<file path="config.mk">
export PLATFORM = sky130hd
export DESIGN_NAME = skinny_sbox8_dom1_layer_driver
export DESIGN_NICKNAME = d
export VERILOG_FILES = /design/src/rtl/skinny_sbox8_dom1_layer_driver.sv
export SDC_FILE = /design/constraint.sdc
export NUM_CORES = 1
export LEC_CHECK = 0
export CAP_MARGIN = 30
export CORE_MARGIN = 4
export CORE_UTILIZATION = 45
export DETAILED_ROUTE_END_ITERATION = 12
export PLACE_DENSITY = 0.82
export SLEW_MARGIN = 20
export SYNTH_ARGS = -nofsm -noshare
export SYNTH_HDL_FRONTEND = slang
export SYNTH_SLANG_ARGS = --single-unit
export TNS_END_PERCENT = 5
</file>
<file path="constraint.sdc">
create_clock -name clk -period 4.4 [get_ports clk]
set_input_delay 0.88 -clock clk [delete_from_list [all_inputs] [get_ports clk]]
set_output_delay 0.88 -clock clk [all_outputs]
set_load 0.005 [all_outputs]
</file>
<file path="src/rtl/skinny_sbox8_dom1_layer_driver.sv">
// Feeds a two-share state byte by byte through one 4-cycle DOM1 SKINNY sbox8
// and reassembles the substituted two-share state, MSB byte first.
module skinny_sbox8_dom1_layer_driver #(
    parameter int NBYTES = 16
) (
    input  logic                clk,
    input  logic                rst_n,
    input  logic                start,
    input  logic [8*NBYTES-1:0] state_in0,
    input  logic [8*NBYTES-1:0] state_in1,
    input  logic [7:0]          rnd,
    output logic [7:0]          si0,
    output logic [7:0]          si1,
    output logic [7:0]          r,
    output logic [3:0]          en,
    input  logic [7:0]          bo0,
    input  logic [7:0]          bo1,
    output logic [8*NBYTES-1:0] state_out0,
    output logic [8*NBYTES-1:0] state_out1,
    output logic                busy,
    output logic                done
);
    localparam int W  = 8 * NBYTES;
    localparam int BW = (NBYTES > 1) ? $clog2(NBYTES) : 1;
    localparam logic [BW-1:0] LAST_BYTE = BW'(NBYTES - 1);

    typedef enum logic [1:0] {
        IDLE  = 2'd0,
        RUN   = 2'd1,
        FLUSH = 2'd2
    } state_e;

    state_e        state_q, state_d;
    logic [1:0]    phase_q, phase_d;
    logic [BW-1:0] byte_q, byte_d;
    logic [W-1:0]  in0_q, in0_d, in1_q, in1_d;
    logic [W-1:0]  out0_q, out0_d, out1_q, out1_d;
    logic [7:0]    si0_q, si0_d, si1_q, si1_d, r_q, r_d;
    logic [3:0]    en_q, en_d;
    logic          busy_q, busy_d, done_q, done_d;
    logic          capture_s;

    // Next-state, operand sequencing and result capture
    always_comb begin
        state_d   = state_q;
        phase_d   = phase_q;
        byte_d    = byte_q;
        in0_d     = in0_q;
        in1_d     = in1_q;
        si0_d     = si0_q;
        si1_d     = si1_q;
        r_d       = r_q;
        done_d    = 1'b0;
        capture_s = 1'b0;
        case (state_q)
            IDLE: begin
                if (start) begin
                    si0_d   = state_in0[W-1 -: 8];
                    si1_d   = state_in1[W-1 -: 8];
                    in0_d   = state_in0 << 8;
                    in1_d   = state_in1 << 8;
                    r_d     = rnd;
                    phase_d = 2'd0;
                    byte_d  = '0;
                    state_d = RUN;
                end else begin
                    state_d = IDLE;
                end
            end
            RUN: begin
                phase_d   = phase_q + 2'd1;
                // Previous byte's result is ready once the next byte enters phase 0
                capture_s = (phase_q == 2'd0) && (byte_q != '0);
                if (phase_q == 2'd3) begin
                    if (byte_q == LAST_BYTE) begin
                        state_d = FLUSH;
                    end else begin
                        si0_d  = in0_q[W-1 -: 8];
                        si1_d  = in1_q[W-1 -: 8];
                        in0_d  = in0_q << 8;
                        in1_d  = in1_q << 8;
                        r_d    = rnd;
                        byte_d = byte_q + BW'(1);
                    end
                end else begin
                    state_d = RUN;
                end
            end
            FLUSH: begin
                capture_s = 1'b1;
                phase_d   = 2'd0;
                byte_d    = '0;
                done_d    = 1'b1;
                state_d   = IDLE;
            end
            default: begin
                state_d = IDLE;
            end
        endcase

        if (capture_s) begin
            out0_d = (out0_q << 8) | W'(bo0);
            out1_d = (out1_q << 8) | W'(bo1);
        end else begin
            out0_d = out0_q;
            out1_d = out1_q;
        end

        if (state_d == RUN) begin
            en_d = 4'b0001 << phase_d;
        end else begin
            en_d = 4'b0000;
        end
        busy_d = (state_d != IDLE);
    end

    // State and output registers with synchronous active-low reset
    always_ff @(posedge clk) begin
        if (!rst_n) begin
            state_q <= IDLE;
            phase_q <= 2'd0;
            byte_q  <= '0;
            in0_q   <= '0;
            in1_q   <= '0;
            out0_q  <= '0;
            out1_q  <= '0;
            si0_q   <= 8'h00;
            si1_q   <= 8'h00;
            r_q     <= 8'h00;
            en_q    <= 4'b0000;
            busy_q  <= 1'b0;
            done_q  <= 1'b0;
        end else begin
            state_q <= state_d;
            phase_q <= phase_d;
            byte_q  <= byte_d;
            in0_q   <= in0_d;
            in1_q   <= in1_d;
            out0_q  <= out0_d;
            out1_q  <= out1_d;
            si0_q   <= si0_d;
            si1_q   <= si1_d;
            r_q     <= r_d;
            en_q    <= en_d;
            busy_q  <= busy_d;
            done_q  <= done_d;
        end
    end

    assign si0        = si0_q;
    assign si1        = si1_q;
    assign r          = r_q;
    assign en         = en_q;
    assign state_out0 = out0_q;
    assign state_out1 = out1_q;
    assign busy       = busy_q;
    assign done       = done_q;

endmodule

</file>
==> summary.md <==
| Metric | Value |
|---|---|
| Synth Instances | `2393` |
| FF-to-FF Start | `state_q[0]$_SDFF_PN0_` |
| Die ar. | `52600 sq um` |
| RSZ-0062 raised after global routing | `false` |
| GRT met2 Usage | `0.394` |
| Leakage | `12.5 nW` |
| Placer Congestion | `0.853` |
| Routed Antenna Nets | `0` |
| GRT met3 Usage | `0.0921` |
| Status | `completed` |
| Critical Path End Type | `flop` |
| First-pass GRT wire length | `100000 um` |
| Hold buffer count at cts | `0` |
| Setup bufs post-CTS | `0` |
| Worst reg-to-reg path cell count | `7` |
| Post-CTS sizing | `0` |
| Placed Cells | `3364` |
| First-pass iteration count of the detailed router | `8` |
| Largest net degree at the start of global routing | `232` |
| Setup Skew | `0.0237 ns` |
| Final wirelength | `65800 um` |
| Placed Area | `27600 sq um` |
| Root buffer cell | `clkbuf_16` |
| Slew HR | `0.258` |
| Die height | `229 um` |
| Finished Cell Area | `29500 sq um` |
| Post-synth top cells | `534 x dfxtp_1, 526 x nand2_1, 271 x nand3_1, 240 x mux2i_1, 240 x o211a_1` |
| Reg clk slew, reported paths | `0.06 ns` |
| Buf/Inv on CP | `2` |
| Post-Layout Cell Count | `3472` |
| WP depth | `7` |
| Hold depth | `2` |
| Rows | `80` |
| Port buffer count | `568` |
| R2R Setup Slk | `1.72 ns` |
| Total grt overflow | `0` |
| FFs w/ async S/R, synth | `0` |
| FF+latch count, synth | `534` |
| CORE AREA | `48000 sq um` |
| Hold slack final | `0.460 ns` |
| Hpwl dp | `45400 um` |
| Met1 Usage GRT | `0.271` |
| Top-Level Pins | `569` |
| Synth Area per Inst | `9.21 sq um` |
| Die Width | `229 um` |
| CP top delay family | `compound AO/OA/AOI/OAI gates` |
| Synth unique cells | `43` |
| Critical setup path kind | `reg -> reg` |
| Initial antenna violation count | `10` |
| Max IR drop VDD | `321 uV` |
| Vias in the first global route | `18000` |
| Critical Path AT | `3.20 ns` |
| HP Class | `reg -> reg` |
| Fin crit share | `0.610` |
| Clk Latency, worst-skew pair | `0.60 ns` |
| Post-DR wirelength/cell | `18.9 um` |
| Fmax | `373 MHz` |
| NumNets Final | `3096` |
| Cell Area, Synth | `22000 sq um` |
| Least-Margin Pin Slew | `1.11 ns` |
| Max Cap Violations | `0` |
| Design Power | `11.6 mW` |
| CTS sink cnt | `534` |
| Syn_nets | `2684` |
| DRT iter0 DRCs | `1317` |
| Crit path to | `state_out1[99]$_SDFFE_PN0P_` |
| Final Hold Vio Count | `0` |
| Layout area overhead | `33.9%` |
| Share of cells above drive strength 1 | `0.0505` |
| Maximum level of the CTS H-tree | `2` |
| Total global routing track utilization | `0.235` |
| Via Count | `18700` |
| Crit-path max FO | `182` |
| Slowest stage delay, CP | `0.56 ns` |
| Most Crowded Layer GR | `met2` |
| Top cell type's share of synthesized area | `0.485` |
| Vias per inst | `5.38` |
| Slew Viols, Final | `0` |
| Most used DFF post-synth | `dfxtp_1` |
| CTS max path bufs | `3` |
| Top cells by area, synth | `dfxtp_1 49%, mux2i_1 11%, o211a_1 11%, nand2_1 9.0%, nand3_1 6.2%` |
| Synth area leader | `dfxtp_1` |
| P per Cell Area | `393 nW/um^2` |
| Reg2reg end | `state_out1[99]$_SDFFE_PN0P_` |
| Final setup fails | `0` |
| CTS Buf Count | `54` |
| CTS tree | `done` |
| DRC | `0` |
| Setup TNS | `0 ns` |
| Top-count cell post-synth | `dfxtp_1` |
| Worst Setup Start Kind | `flop` |
| Worst Path Required | `4.91 ns` |
| Register area share after synthesis | `0.485` |
| Starting density of the core | `0.458` |
| Critical Path Start | `state_q[0]$_SDFF_PN0_` |
| CP most frequent cell | `nand3_1` |
| Crit-path slowest cell | `a2bb2oi_4` |
| EDFF count, synth | `0` |
| Cell Chain, Critical Path | `inv_1, ha_1, nand3_1, a2bb2oi_4, buf_12, nand3_1, o21ai_1` |
| Final min period | `2.68 ns` |
| Syn. warnings | `0` |
[registers in the layout (all words and copies together) (netlist names)]
signal	count
busy	1
byte_q	4
done	1
en	4
in0_q	120
in1_q	120
phase_q	2
r	8
si0	8
si1	8
state_out0	128
state_out1	128
state_q	2
[how the worst min path moves through the flow]
stage | start | end | slack [ns]
5_1_grt | r[7]$_SDFFE_PN0P_ | r[7]$_SDFFE_PN0P_ | 0.48
2_1_floorplan | in1_q[10]$_SDFFE_PN0P_ | in1_q[10]$_SDFFE_PN0P_ | 0.43
3_5_place_dp | in1_q[10]$_SDFFE_PN0P_ | in1_q[10]$_SDFFE_PN0P_ | 0.45
4_1_cts | state_out0[62]$_SDFFE_PN0P_ | state_out0[70]$_SDFFE_PN0P_ | 0.46
6_report | state_out0[62]$_SDFFE_PN0P_ | state_out0[70]$_SDFFE_PN0P_ | 0.46
3_3_place_gp | in1_q[9]$_SDFFE_PN0P_ | in1_q[9]$_SDFFE_PN0P_ | 0.44
[final cells by class]
| type | count | area (sq um) |
|---|---|---|
| Sequential cell | 534 | 10700 |
| Clock inverter | 17 | 219 |
| Antenna cell | 8 | 20.0 |
| Tap cell | 615 | 769 |
| Multi-Input combinational cell | 1617 | 10100 |
| Inverter | 8 | 30.0 |
| Fill cell | 3940 | 18500 |
| Timing Repair Buffer | 590 | 6030 |
| Clock buffer | 83 | 1620 |
[per-stage QoR]
stage	worst slack, ns	utilization
2_1_floorplan	2.22	-
3_3_place_gp	1.30	0.575
3_5_place_dp	1.23	0.575
4_1_cts	1.70	0.614
5_1_grt	1.52	0.614
6_report	1.72	0.614
[layout by cell type, fill, tap and decap left out, types with 2 or more instances in the layout]
cell               n
buf_4              8
a21oi_1            2
nand3_1          271
nor3_1             3
clkbuf_16         54
dfxtp_1          534
clkinvlp_4         3
nand4b_1           2
or2_2              2
bufinv_16          4
clkinv_2           5
o211a_1          240
clkbuf_8          16
o21ai_2           13
diode_2            8
o21ai_1          155
ha_1               7
inv_6              3
clkdlybuf4s50_1  567
nor3b_1            3
buf_12            14
nand3_2           13
o21ai_0          114
inv_1              8
mux2i_1          240
nand2_1          526
and2_1             3
clkbuf_1          13
nor2b_1            2
nor2_1             3
[worst register-to-register path: cells and delay by family, from the launching register on]
kind                     cells  cell delay, ns
AO/OA/AOI/OAI                2            0.72
buffers and inverters        2            0.65
AND/OR/NAND/NOR              2            0.50
flip-flops                   1            0.41
adder cells (fa/ha/maj)      1            0.35
[routing by layer]
| layer | wire length (um) | vias up | part of all wire |
|---|---|---|---|
| met5 | 24 | - | 0.00036 |
| met4 | 2400 | 4 | 0.036 |
| met3 | 6390 | 118 | 0.097 |
| met2 | 31100 | 559 | 0.47 |
| met1 | 25800 | 8772 | 0.39 |
| li1 | - | 9211 | - |
[cells by family (layout without fill, tap and decap cells)]
family | after synthesis | count (layout) | share of synthesized area
other cells | 0 | 8 | 0
simple gates | 837 | 837 | 0.165
fa+ha+maj | 8 | 8 | 0.00454
mux | 241 | 241 | 0.110
compound gates | 531 | 531 | 0.179
flops | 534 | 534 | 0.485
buf+inv | 242 | 698 | 0.0563
[where the power goes]
| group | internal, mW | switching (mW) | total, mW | leakage, nW |
|---|---|---|---|---|
| logic | 0.794 | 0.752 | 1.55 | 7.28 |
| registers | 5.16 | 0.187 | 5.35 | 4.36 |
| clock network | 2.77 | 1.93 | 4.70 | 0.897 |
| total | 8.73 | 2.87 | 11.6 | 12.5 |
(Power assumes the default switching activity.)
